==> src/rtl/yutorina_ctrl_unit_pkg.sv <==
// Shared definitions for the Yutorina pipeline control unit:
// SPR addresses, STATUS bit positions, mode encodings, exception codes,
// MEM-stage control-op encodings and the RUN/HALT state type.
package yutorina_ctrl_unit_pkg;

  // Special-purpose register addresses
  localparam logic [2:0] SPR_STATUS     = 3'd0;
  localparam logic [2:0] SPR_PRE_STATUS = 3'd1;
  localparam logic [2:0] SPR_EPC        = 3'd2;
  localparam logic [2:0] SPR_EXP_VECTOR = 3'd3;
  localparam logic [2:0] SPR_EXP_CODE   = 3'd4;
  localparam logic [2:0] SPR_CYCLE_CNT  = 3'd5;

  // STATUS bit positions
  localparam int STATUS_MODE_BIT   = 0;
  localparam int STATUS_INT_EN_BIT = 1;

  // Processor mode encodings (STATUS bit 0)
  localparam logic MODE_KERNEL = 1'b0;
  localparam logic MODE_USER   = 1'b1;

  // Exception codes
  localparam logic [2:0] EXP_NONE       = 3'd0;
  localparam logic [2:0] EXP_EXT_INT    = 3'd1;
  localparam logic [2:0] EXP_UNDEF      = 3'd2;
  localparam logic [2:0] EXP_OVERFLOW   = 3'd3;
  localparam logic [2:0] EXP_MISS_ALIGN = 3'd4;
  localparam logic [2:0] EXP_TRAP       = 3'd5;
  localparam logic [2:0] EXP_PRV_VIO    = 3'd6;

  // MEM-stage control operations
  localparam logic [1:0] CTRL_NONE = 2'd0;
  localparam logic [1:0] CTRL_WSR  = 2'd1;
  localparam logic [1:0] CTRL_EXRT = 2'd2;
  localparam logic [1:0] CTRL_HALT = 2'd3;

  // Control unit run state
  typedef enum logic {
    ST_RUN  = 1'b0,
    ST_HALT = 1'b1
  } ctrl_state_t;

endpackage

==> src/rtl/yutorina_ctrl_unit_spr.sv <==
// Special-purpose register file for the Yutorina control unit.
// Holds STATUS, PRE_STATUS, EPC, EXP_VECTOR and EXP_CODE; an exception commit
// takes precedence over EXRT, which takes precedence over a WSR write.
// Optional macro YUTORINA_CYCLE_CNT_EN adds a free-running cycle counter at SPR 5.
module yutorina_spr_file
  import yutorina_ctrl_unit_pkg::*;
#(
  parameter int ADDR_W = 30,
  parameter int DATA_W = 32
) (
  input  logic              clk,
  input  logic              rst,
  input  logic              i_wrEn,
  input  logic [2:0]        i_wrAddr,
  input  logic [DATA_W-1:0] i_wrData,
  input  logic              i_expTake,
  input  logic [ADDR_W-1:0] i_expPc,
  input  logic [2:0]        i_expCode,
  input  logic              i_exrt,
  input  logic [2:0]        i_rdAddr,
  output logic [DATA_W-1:0] o_rdData,
  output logic [1:0]        o_status,
  output logic [ADDR_W-1:0] o_epc,
  output logic [ADDR_W-1:0] o_expVector
);

  logic [1:0]        r_status;
  logic [1:0]        r_preStatus;
  logic [ADDR_W-1:0] r_epc;
  logic [ADDR_W-1:0] r_expVector;
  logic [2:0]        r_expCode;

  // Architectural SPR updates: exception entry, exception return, then WSR
  always_ff @(posedge clk or negedge rst) begin
    if (!rst) begin
      r_status    <= 2'b00;
      r_preStatus <= 2'b00;
      r_epc       <= '0;
      r_expVector <= '0;
      r_expCode   <= EXP_NONE;
    end else if (i_expTake) begin
      r_epc       <= i_expPc;
      r_expCode   <= i_expCode;
      r_preStatus <= r_status;
      r_status    <= 2'b00;
    end else if (i_exrt) begin
      r_status    <= r_preStatus;
    end else if (i_wrEn) begin
      case (i_wrAddr)
        SPR_STATUS:     r_status    <= i_wrData[1:0];
        SPR_PRE_STATUS: r_preStatus <= i_wrData[1:0];
        SPR_EPC:        r_epc       <= i_wrData[ADDR_W-1:0];
        SPR_EXP_VECTOR: r_expVector <= i_wrData[ADDR_W-1:0];
        SPR_EXP_CODE:   r_expCode   <= i_wrData[2:0];
        default:        ;
      endcase
    end
  end

`ifdef YUTORINA_CYCLE_CNT_EN
  logic [DATA_W-1:0] r_cycleCnt;

  // Free-running cycle counter; a WSR loads it and counting resumes next cycle
  always_ff @(posedge clk or negedge rst) begin
    if (!rst) begin
      r_cycleCnt <= '0;
    end else if (i_wrEn && (i_wrAddr == SPR_CYCLE_CNT)) begin
      r_cycleCnt <= i_wrData;
    end else begin
      r_cycleCnt <= r_cycleCnt + DATA_W'(1);
    end
  end
`else
  logic w_unusedWrHigh;
  assign w_unusedWrHigh = ^i_wrData[DATA_W-1:ADDR_W];
`endif

  // Combinational read port with no write bypass
  always_comb begin
    o_rdData = '0;
    case (i_rdAddr)
      SPR_STATUS:     o_rdData = DATA_W'(r_status);
      SPR_PRE_STATUS: o_rdData = DATA_W'(r_preStatus);
      SPR_EPC:        o_rdData = DATA_W'(r_epc);
      SPR_EXP_VECTOR: o_rdData = DATA_W'(r_expVector);
      SPR_EXP_CODE:   o_rdData = DATA_W'(r_expCode);
`ifdef YUTORINA_CYCLE_CNT_EN
      SPR_CYCLE_CNT:  o_rdData = r_cycleCnt;
`endif
      default:        o_rdData = '0;
    endcase
  end

  assign o_status    = r_status;
  assign o_epc       = r_epc;
  assign o_expVector = r_expVector;

endmodule

==> src/rtl/yutorina_ctrl_unit.sv <==
// Pipeline control unit for the 4-stage Yutorina core (IF/ID/EX/MEM).
// Resolves stall/flush priority, produces the redirect PC, commits
// exceptions/interrupts/EXRT/WSR/HALT at the MEM boundary and runs the
// RUN/HALT state machine. Optional macro YUTORINA_CYCLE_CNT_EN enables the
// SPR 5 cycle counter inside yutorina_spr_file.
module yutorina_ctrl_unit
  import yutorina_ctrl_unit_pkg::*;
#(
  parameter int ADDR_W = 30,
  parameter int DATA_W = 32
) (
  input  logic              clk,
  input  logic              rst,
  input  logic              if_busy,
  input  logic              mem_busy,
  input  logic              ld_haz,
  input  logic              br_taken,
  input  logic [ADDR_W-1:0] br_addr,
  input  logic              irq,
  input  logic              mem_en_,
  input  logic [ADDR_W-1:0] mem_pc,
  input  logic [2:0]        mem_exp_code,
  input  logic [1:0]        mem_ctrl_op,
  input  logic [2:0]        mem_spr_addr,
  input  logic [DATA_W-1:0] mem_out,
  input  logic [2:0]        spr_r_addr,
  output logic [DATA_W-1:0] spr_r_data,
  output logic              mode,
  output logic              if_stall,
  output logic              id_stall,
  output logic              ex_stall,
  output logic              mem_stall,
  output logic              if_flush,
  output logic              id_flush,
  output logic              ex_flush,
  output logic              mem_flush,
  output logic [ADDR_W-1:0] new_pc
);

  ctrl_state_t       r_state;
  logic [ADDR_W-1:0] r_haltPc;

  logic [1:0]        w_status;
  logic [ADDR_W-1:0] w_epc;
  logic [ADDR_W-1:0] w_expVector;
  logic              w_busy;
  logic              w_memValid;
  logic              w_memExp;
  logic              w_intReq;
  logic [ADDR_W-1:0] w_nextPc;
  logic              w_expTake;
  logic [ADDR_W-1:0] w_expPc;
  logic [2:0]        w_expCode;
  logic              w_exrt;
  logic              w_wrEn;
  logic              w_haltEnter;
  logic              w_wake;

  assign w_busy     = if_busy | mem_busy;
  assign w_memValid = ~mem_en_;
  assign w_memExp   = w_memValid && (mem_exp_code != EXP_NONE);
  assign w_intReq   = irq && w_status[STATUS_INT_EN_BIT];
  assign w_nextPc   = mem_pc + ADDR_W'(1);
  assign mode       = w_status[STATUS_MODE_BIT];

  yutorina_spr_file #(
    .ADDR_W (ADDR_W),
    .DATA_W (DATA_W)
  ) u_spr (
    .clk         (clk),
    .rst         (rst),
    .i_wrEn      (w_wrEn),
    .i_wrAddr    (mem_spr_addr),
    .i_wrData    (mem_out),
    .i_expTake   (w_expTake),
    .i_expPc     (w_expPc),
    .i_expCode   (w_expCode),
    .i_exrt      (w_exrt),
    .i_rdAddr    (spr_r_addr),
    .o_rdData    (spr_r_data),
    .o_status    (w_status),
    .o_epc       (w_epc),
    .o_expVector (w_expVector)
  );

  // Priority resolution: busy, halt/wake, exception or interrupt, EXRT, WSR, HALT, branch, load-use
  always_comb begin
    {if_stall, id_stall, ex_stall, mem_stall} = 4'b0000;
    {if_flush, id_flush, ex_flush, mem_flush} = 4'b0000;
    new_pc      = '0;
    w_expTake   = 1'b0;
    w_expPc     = mem_pc;
    w_expCode   = mem_exp_code;
    w_exrt      = 1'b0;
    w_wrEn      = 1'b0;
    w_haltEnter = 1'b0;
    w_wake      = 1'b0;
    if (w_busy) begin
      {if_stall, id_stall, ex_stall, mem_stall} = 4'b1111;
    end else if (r_state == ST_HALT) begin
      if (w_intReq) begin
        {if_flush, id_flush, ex_flush, mem_flush} = 4'b1111;
        new_pc    = w_expVector;
        w_expTake = 1'b1;
        w_expPc   = r_haltPc;
        w_expCode = EXP_EXT_INT;
        w_wake    = 1'b1;
      end else begin
        {if_stall, id_stall, ex_stall, mem_stall} = 4'b1111;
      end
    end else if (w_memExp || w_intReq) begin
      {if_flush, id_flush, ex_flush, mem_flush} = 4'b1111;
      new_pc    = w_expVector;
      w_expTake = 1'b1;
      w_expCode = w_memExp ? mem_exp_code : EXP_EXT_INT;
    end else if (w_memValid && (mem_ctrl_op == CTRL_EXRT)) begin
      {if_flush, id_flush, ex_flush, mem_flush} = 4'b1111;
      new_pc = w_epc;
      w_exrt = 1'b1;
    end else if (w_memValid && (mem_ctrl_op == CTRL_WSR)) begin
      {if_flush, id_flush, ex_flush, mem_flush} = 4'b1111;
      new_pc = w_nextPc;
      w_wrEn = 1'b1;
    end else if (w_memValid && (mem_ctrl_op == CTRL_HALT)) begin
      {if_flush, id_flush, ex_flush} = 3'b111;
      new_pc      = w_nextPc;
      w_haltEnter = 1'b1;
    end else if (br_taken) begin
      if_flush = 1'b1;
      new_pc   = br_addr;
    end else if (ld_haz) begin
      if_stall = 1'b1;
      id_flush = 1'b1;
    end
  end

  // RUN/HALT state machine; remembers the resume PC while halted
  always_ff @(posedge clk or negedge rst) begin
    if (!rst) begin
      r_state  <= ST_RUN;
      r_haltPc <= '0;
    end else if (w_haltEnter) begin
      r_state  <= ST_HALT;
      r_haltPc <= w_nextPc;
    end else if (w_wake) begin
      r_state  <= ST_RUN;
    end
  end

endmodule

==> config.mk <==
export PLATFORM = sky130hd
export DESIGN_NAME = yutorina_ctrl_unit
export DESIGN_NICKNAME = d
export VERILOG_FILES = /design/src/rtl/yutorina_ctrl_unit_pkg.sv /design/src/rtl/yutorina_ctrl_unit_spr.sv /design/src/rtl/yutorina_ctrl_unit.sv
export SDC_FILE = /design/constraint.sdc
export NUM_CORES = 1
export LEC_CHECK = 0
export ABC_AREA = 1
export CORE_ASPECT_RATIO = 0.75
export CORE_MARGIN = 1.5
export CORE_UTILIZATION = 50
export DETAILED_ROUTE_END_ITERATION = 10
export GPL_TIMING_DRIVEN = 0
export PLACE_DENSITY = 0.79
export SLEW_MARGIN = 20
export SYNTH_ARGS = -nofsm -noshare
export SYNTH_HDL_FRONTEND = slang
export SYNTH_SLANG_ARGS = --single-unit
==> constraint.sdc <==
create_clock -name clk -period 5.1 [get_ports clk]
set_clock_uncertainty 0.2 [all_clocks]
set_input_delay 0.765 -clock clk [delete_from_list [all_inputs] [get_ports clk]]
set_output_delay 0.765 -clock clk [all_outputs]
set_load 0.05 [all_outputs]
==> Word-level counts from Yosys, hierarchy flattened <==
Index checks and enable logic that the tools add are counted.
Widths: inputs -> output; s select.
{ "totals": {"out_inout_bits": 71, "ff_bits": 98, "inputBits": 111, "wordCells": 134} }
{ "classes": {"n_addsub": 1, "n_reduce_logical": 21, "bitwise_logic": 4, "mux": 89, "eq_ne": 12} }
{ "ops": {"columns": ["op", "n"], "rows": [
  ["$mux 30", 15],
  ["$pmux 30 s5", 1],
  ["$mux 1", 56],
  ["$add 30x1->30 const B", 1],
  ["$mux 3", 9],
  ["$mux 2", 8],
  ["$eq 3x2->1 const B", 4],
  ["$reduce_bool 2->1", 5],
  ["$reduce_and 3->1", 3],
  ["$reduce_bool 3->1", 3],
  ["$eq 3x1->1 const B", 2],
  ["$eq 3x3->1 const B", 2],
  ["$logic_not 3->1", 2],
  ["$logic_and 1x1->1", 5],
  ["$eq 2x2->1 const B", 2],
  ["$reduce_and 4->1", 1],
  ["$not 1->1", 3],
  ["$eq 2x1->1 const B", 1],
  ["$ne 2x1->1 const B", 1],
  ["$reduce_and 2->1", 1],
  ["$logic_or 1x1->1", 1],
  ["$or 1x1->1", 1]
]} }

==> Depth between registers and ports, before layout <==
{ "depth": {"ltp_word": 10, "depth_mapped": 13, "ltp_nobuf": 13} }

==> By module <==
Synthesis repeated with hierarchy kept, for this count alone.
{ "hier_totals": {"cells_unflattened": 1239, "hier_area_um2": 7440.9} }
{ "by_module_without_submodules": {"columns": ["module", "cells_per_inst", "area_each_um2", "n_inst"], "rows": [
  ["yutorina_ctrl_unit", 734, 3882.5, 1],
  ["yutorina_spr_file", 505, 3558.4, 1]
]} }

==> Worst setup path after synthesis <==
No wires, ideal clock.
{ "synth_timing": {"kind": "input -> output", "from": "in mem_busy", "to": "out new_pc[10]", "t_required_ps": 4135, "path_slack_ps": 1461, "stages": 8, "arrival_time_ps": 2674, "path_cell_list": "nor2_4 -> inv_2 -> nor2_2 -> nand2_2 -> nand2_4 -> inv_2 -> clkbuf_1 -> o21ai_0"} }
{ "synth_via": {"elab_chain_len": 2} }
{ "synth_rtl": {"columns": ["item", "line_no", "rtl"], "rows": [
  ["from (decl)", "yutorina_ctrl_unit.sv:15", "input logic mem_busy,"],
  ["$or 1x1->1", "yutorina_ctrl_unit.sv:59", "assign w_busy = if_busy | mem_busy;"],
  ["$mux 30", "yutorina_ctrl_unit.sv:98", "if (w_busy) begin"],
  ["to (decl)", "yutorina_ctrl_unit.sv:37", "output logic [ADDR_W-1:0] new_pc"]
]} }
Every way passes these cells.

==> Worst setup path in the final report <==
{ "layout_timing": {"from": "in spr_r_addr[0]", "to": "out spr_r_data[28]"} }
{ "layout_via": {"elab_chain_len": 2, "word_cells_on_any_way": 6, "cone_classes": "eq/ne (4); mux (1); reduce/logical (1)"} }
{ "layout_rtl": {"columns": ["item", "line_no", "rtl"], "rows": [
  ["from (decl)", "yutorina_ctrl_unit.sv:26", "input logic [2:0] spr_r_addr,"],
  ["$eq 3x3->1 (tied with other cells)", "yutorina_ctrl_unit_spr.sv:81", "case (i_rdAddr)"],
  ["$pmux 30 s5 *", "yutorina_ctrl_unit_spr.sv:81", null],
  ["to (decl)", "yutorina_ctrl_unit.sv:27", "output logic [DATA_W-1:0] spr_r_data,"]
]} }
Every way passes the cells marked *; elsewhere a longest branch is shown, timed or not.

==> impl_metrics.toml <==
[global_routing]
overflow = 0
grt_antenna_before_repair = 0
grt_pass1_vias = 8000
track_usage_pct = 39.1
grt_pass1_wl_mm = 44.0
grt_max_degree = 65

[timing]
grt_setup_unrepaired = "false"
setup_tns_ps = 0
tightestPinTransition_ps = 698
max_freq_mhz = 208
slew_headroom_pct = 53.1
finalSetupViolations = 0
maxSlewViolCount = 0
hold_violations = 0
fin_crit_ps = 4800
finalCritPeriodShare_pct = 94.1

[yosys]
synth_area_leaders = "dfrtp_1 34%, nand2_1 18%, inv_1 9.0%"
syn_inst = 1135
yosysSeqAreaShare_pct = 34.1
yosysTopAreaCellShare_pct = 34.1
yosys_warnings = 0
synth_edf_count = 0
synth_cell_types = 41
synth_top_area_cell = "dfrtp_1"
ys_ff_latch = 98
synth.cell_area_um2 = 7190
syn_avg_cell_area_um2 = 6.34
synth_top_flop_cell = "dfrtp_1"
synth_async_sr_flop_share_pct = 100

[clock_network]
cts.repair.resized = 0
post-cts-setup-buffer-count = 0
h-tree-depth = 3
clk_pin_slew_worst_paths_ps = 70
cts_sinks = 98
hold_buffers = 0
cts-root-buf = "clkbuf_16"
numCtsBuffers = 9
clock_path_buffers = 2
cts_tree = "yes"
clkLatencyLatePin_ps = 360

[detailed_routing]
antenna_left = 0
wl_per_cell_um = 19.2
viasPerCell = 5.70
routed_wl_mm = 28.9
drt_iter0_markers = 1194
firstDrtPassIters = 8
num_vias = 8573
drc_errors = 0

[critical_path]
crit_family = "buffers and inverters"
slowest_stage = "clkdlybuf4s50_1"
endpoint = "spr_r_data[28]"
path_buf_inv = 5
cpPeakStageDelay_ps = 860
crit_top_cell = "clkdlybuf4s50_1"
path_max_fanout = 10
reg2reg_depth = 7
start_kind = "primary input"
critPathKind = "primary input to output port"
cp_cell_sequence = "clkdlybuf4s50_1, inv_1, nor3_1, clkinv_1, clkbuf_1, o22ai_1, clkdlybuf4s50_1"
cp_data_required_time_ps = 4140
crit_start = "spr_r_addr[0]"
reg2reg_to = "u_spr.o_epc[29]"
crit_path_end_kind = "output port"
rrSetupSlack_ps = 2740
crit_arrival_ps = 3840
path_depth = 7
r2r_start = "u_spr.o_status[1]"

[power]
p_total_mw = 3.17
vdd_ir_drop_max_v = 0.000229
leakagePower_nw = 4.53
powerDensity_nw_per_um2 = 334

[outcome]
status = "finished clean"

[floorplanning]
dieWidth_um = 141
ios = 182
core_area_um2 = 13900
design.die.area_um2 = 15100
die_h_um = 107
start_util_pct = 51.8
rows = 37

[cells_and_area]
diodes = 0
nets = 1437
final_layout_size_suffix_gt1_share_pct = 5.41
areaGrowthSynthToFinish_pct = 32.3
final_common_cell = "nand2_1"
layout_common_cells = "354 x nand2_1, 176 x clkdlybuf4s50_1, 173 x inv_1"

[placement]
hpwl_mm = 22.8
io_buffers = 177
place.gp.congestion = 0.974

[job]
maxCapViolCount = 0

[min_path]
hp-class = "primary input to asynchronous set/reset pin"
-- kinds of logic after synthesis --
kind of cell / count (synthesis) / share of synthesized area [%]
AO/OA/AOI/OAI: 256 / 20.3
XOR/XNOR: 13 / 1.58
adder cells (fa/ha/maj): 1 / 0.174
buffers and inverters: 241 / 13.7
flip-flops: 98 / 34.1
other: 1 / 0.0522
AND/OR/NAND/NOR: 525 / 30.1
-- layer usage --
metal | up-vias | track usage (%) | share of wire [%]
met5 | - | 0 | 0
met4 | 0 | 14.4 | 3.6
met3 | 81 | 10.8 | 14
met2 | 606 | 56.1 | 40
met1 | 3872 | 56.3 | 42
li1 | 4014 | - | -
-- worst reg2reg max path: stages (launching register included) --
cell and delay, ps:
dfrtp_1 460, nand2_1 150, nor2_2 190, nand2_2 190
clkbuf_1 370, o21ai_0 430, nand2_1 90, a31oi_1 200
-- worst min path at each step --
stage	cells after the start	end	start
after floorplan	2	r_haltPc[12]	r_haltPc[12]
after global placement	2	r_haltPc[5]	r_haltPc[5]
after detailed placement	2	r_haltPc[7]	r_haltPc[7]
after CTS	1	r_haltPc[14]	rst
after global routing	1	r_haltPc[17]	rst
final	1	r_haltPc[17]	rst
-- layout make-up --
class / instances / area [um^2]
Tap cell: 175 / 219
Timing Repair Buffer: 178 / 1800
Fill cell: 1244 / 4380
Clock buffer: 10 / 229
Inverter: 182 / 683
Buffer: 59 / 302
Clock inverter: 6 / 67.6
Multi-Input combinational cell: 797 / 3760
Sequential cell: 98 / 2450
-- synth_stat cells (2+ instances only) --
library cell / number
nor2_4: 2
xnor2_1: 4
inv_2: 7
o21bai_1: 4
nand2_1: 354
nor2_2: 2
clkbuf_1: 25
buf_6: 3
o22ai_1: 25
buf_2: 19
clkinv_1: 2
a31oi_1: 23
o211ai_1: 21
nand3_1: 59
xor2_1: 9
a21o_1: 3
o21ai_1: 10
nand3b_1: 2
a211oi_1: 6
a21oi_1: 44
nor3_1: 7
inv_1: 173
nand2_4: 3
dfrtp_1: 98
o21ai_0: 114
buf_1: 3
nand4_1: 7
a221o_1: 2
nand2_2: 4
buf_4: 9
nor2_1: 81
-- state kept, by name (all words and copies together), names as in the netlist --
register           cells
r_haltPc              30
u_spr.o_epc           30
u_spr.o_expVector     30
u_spr.r_expCode        3
u_spr.o_status         2
u_spr.r_preStatus      2
r_state                1
-- power by group --
part | total [mW] | switching (mW) | leakage (nW) | internal [mW]
Combinational | 1.39 | 0.922 | 3.31 | 0.463
Sequential | 1.09 | 0.118 | 1.09 | 0.969
Clock | 0.702 | 0.320 | 0.139 | 0.382
Total | 3.17 | 1.36 | 4.53 | 1.81
-- per-stage QoR --
stage	worst slack, ps	hold WS [ps]	instances	utilization [%]	area (um^2)
2_1_floorplan	1460	244	1136	-	7190
5_1_grt	189	104	1505	68.5	9510
3_3_place_gp	-757	254	1488	66.1	9190
4_1_cts	375	97.3	1505	68.5	9510
6_report	300	78.7	1505	68.5	9510
3_5_place_dp	395	263	1489	66.3	9210
Note: power is estimated with default switching activity, not from simulation.
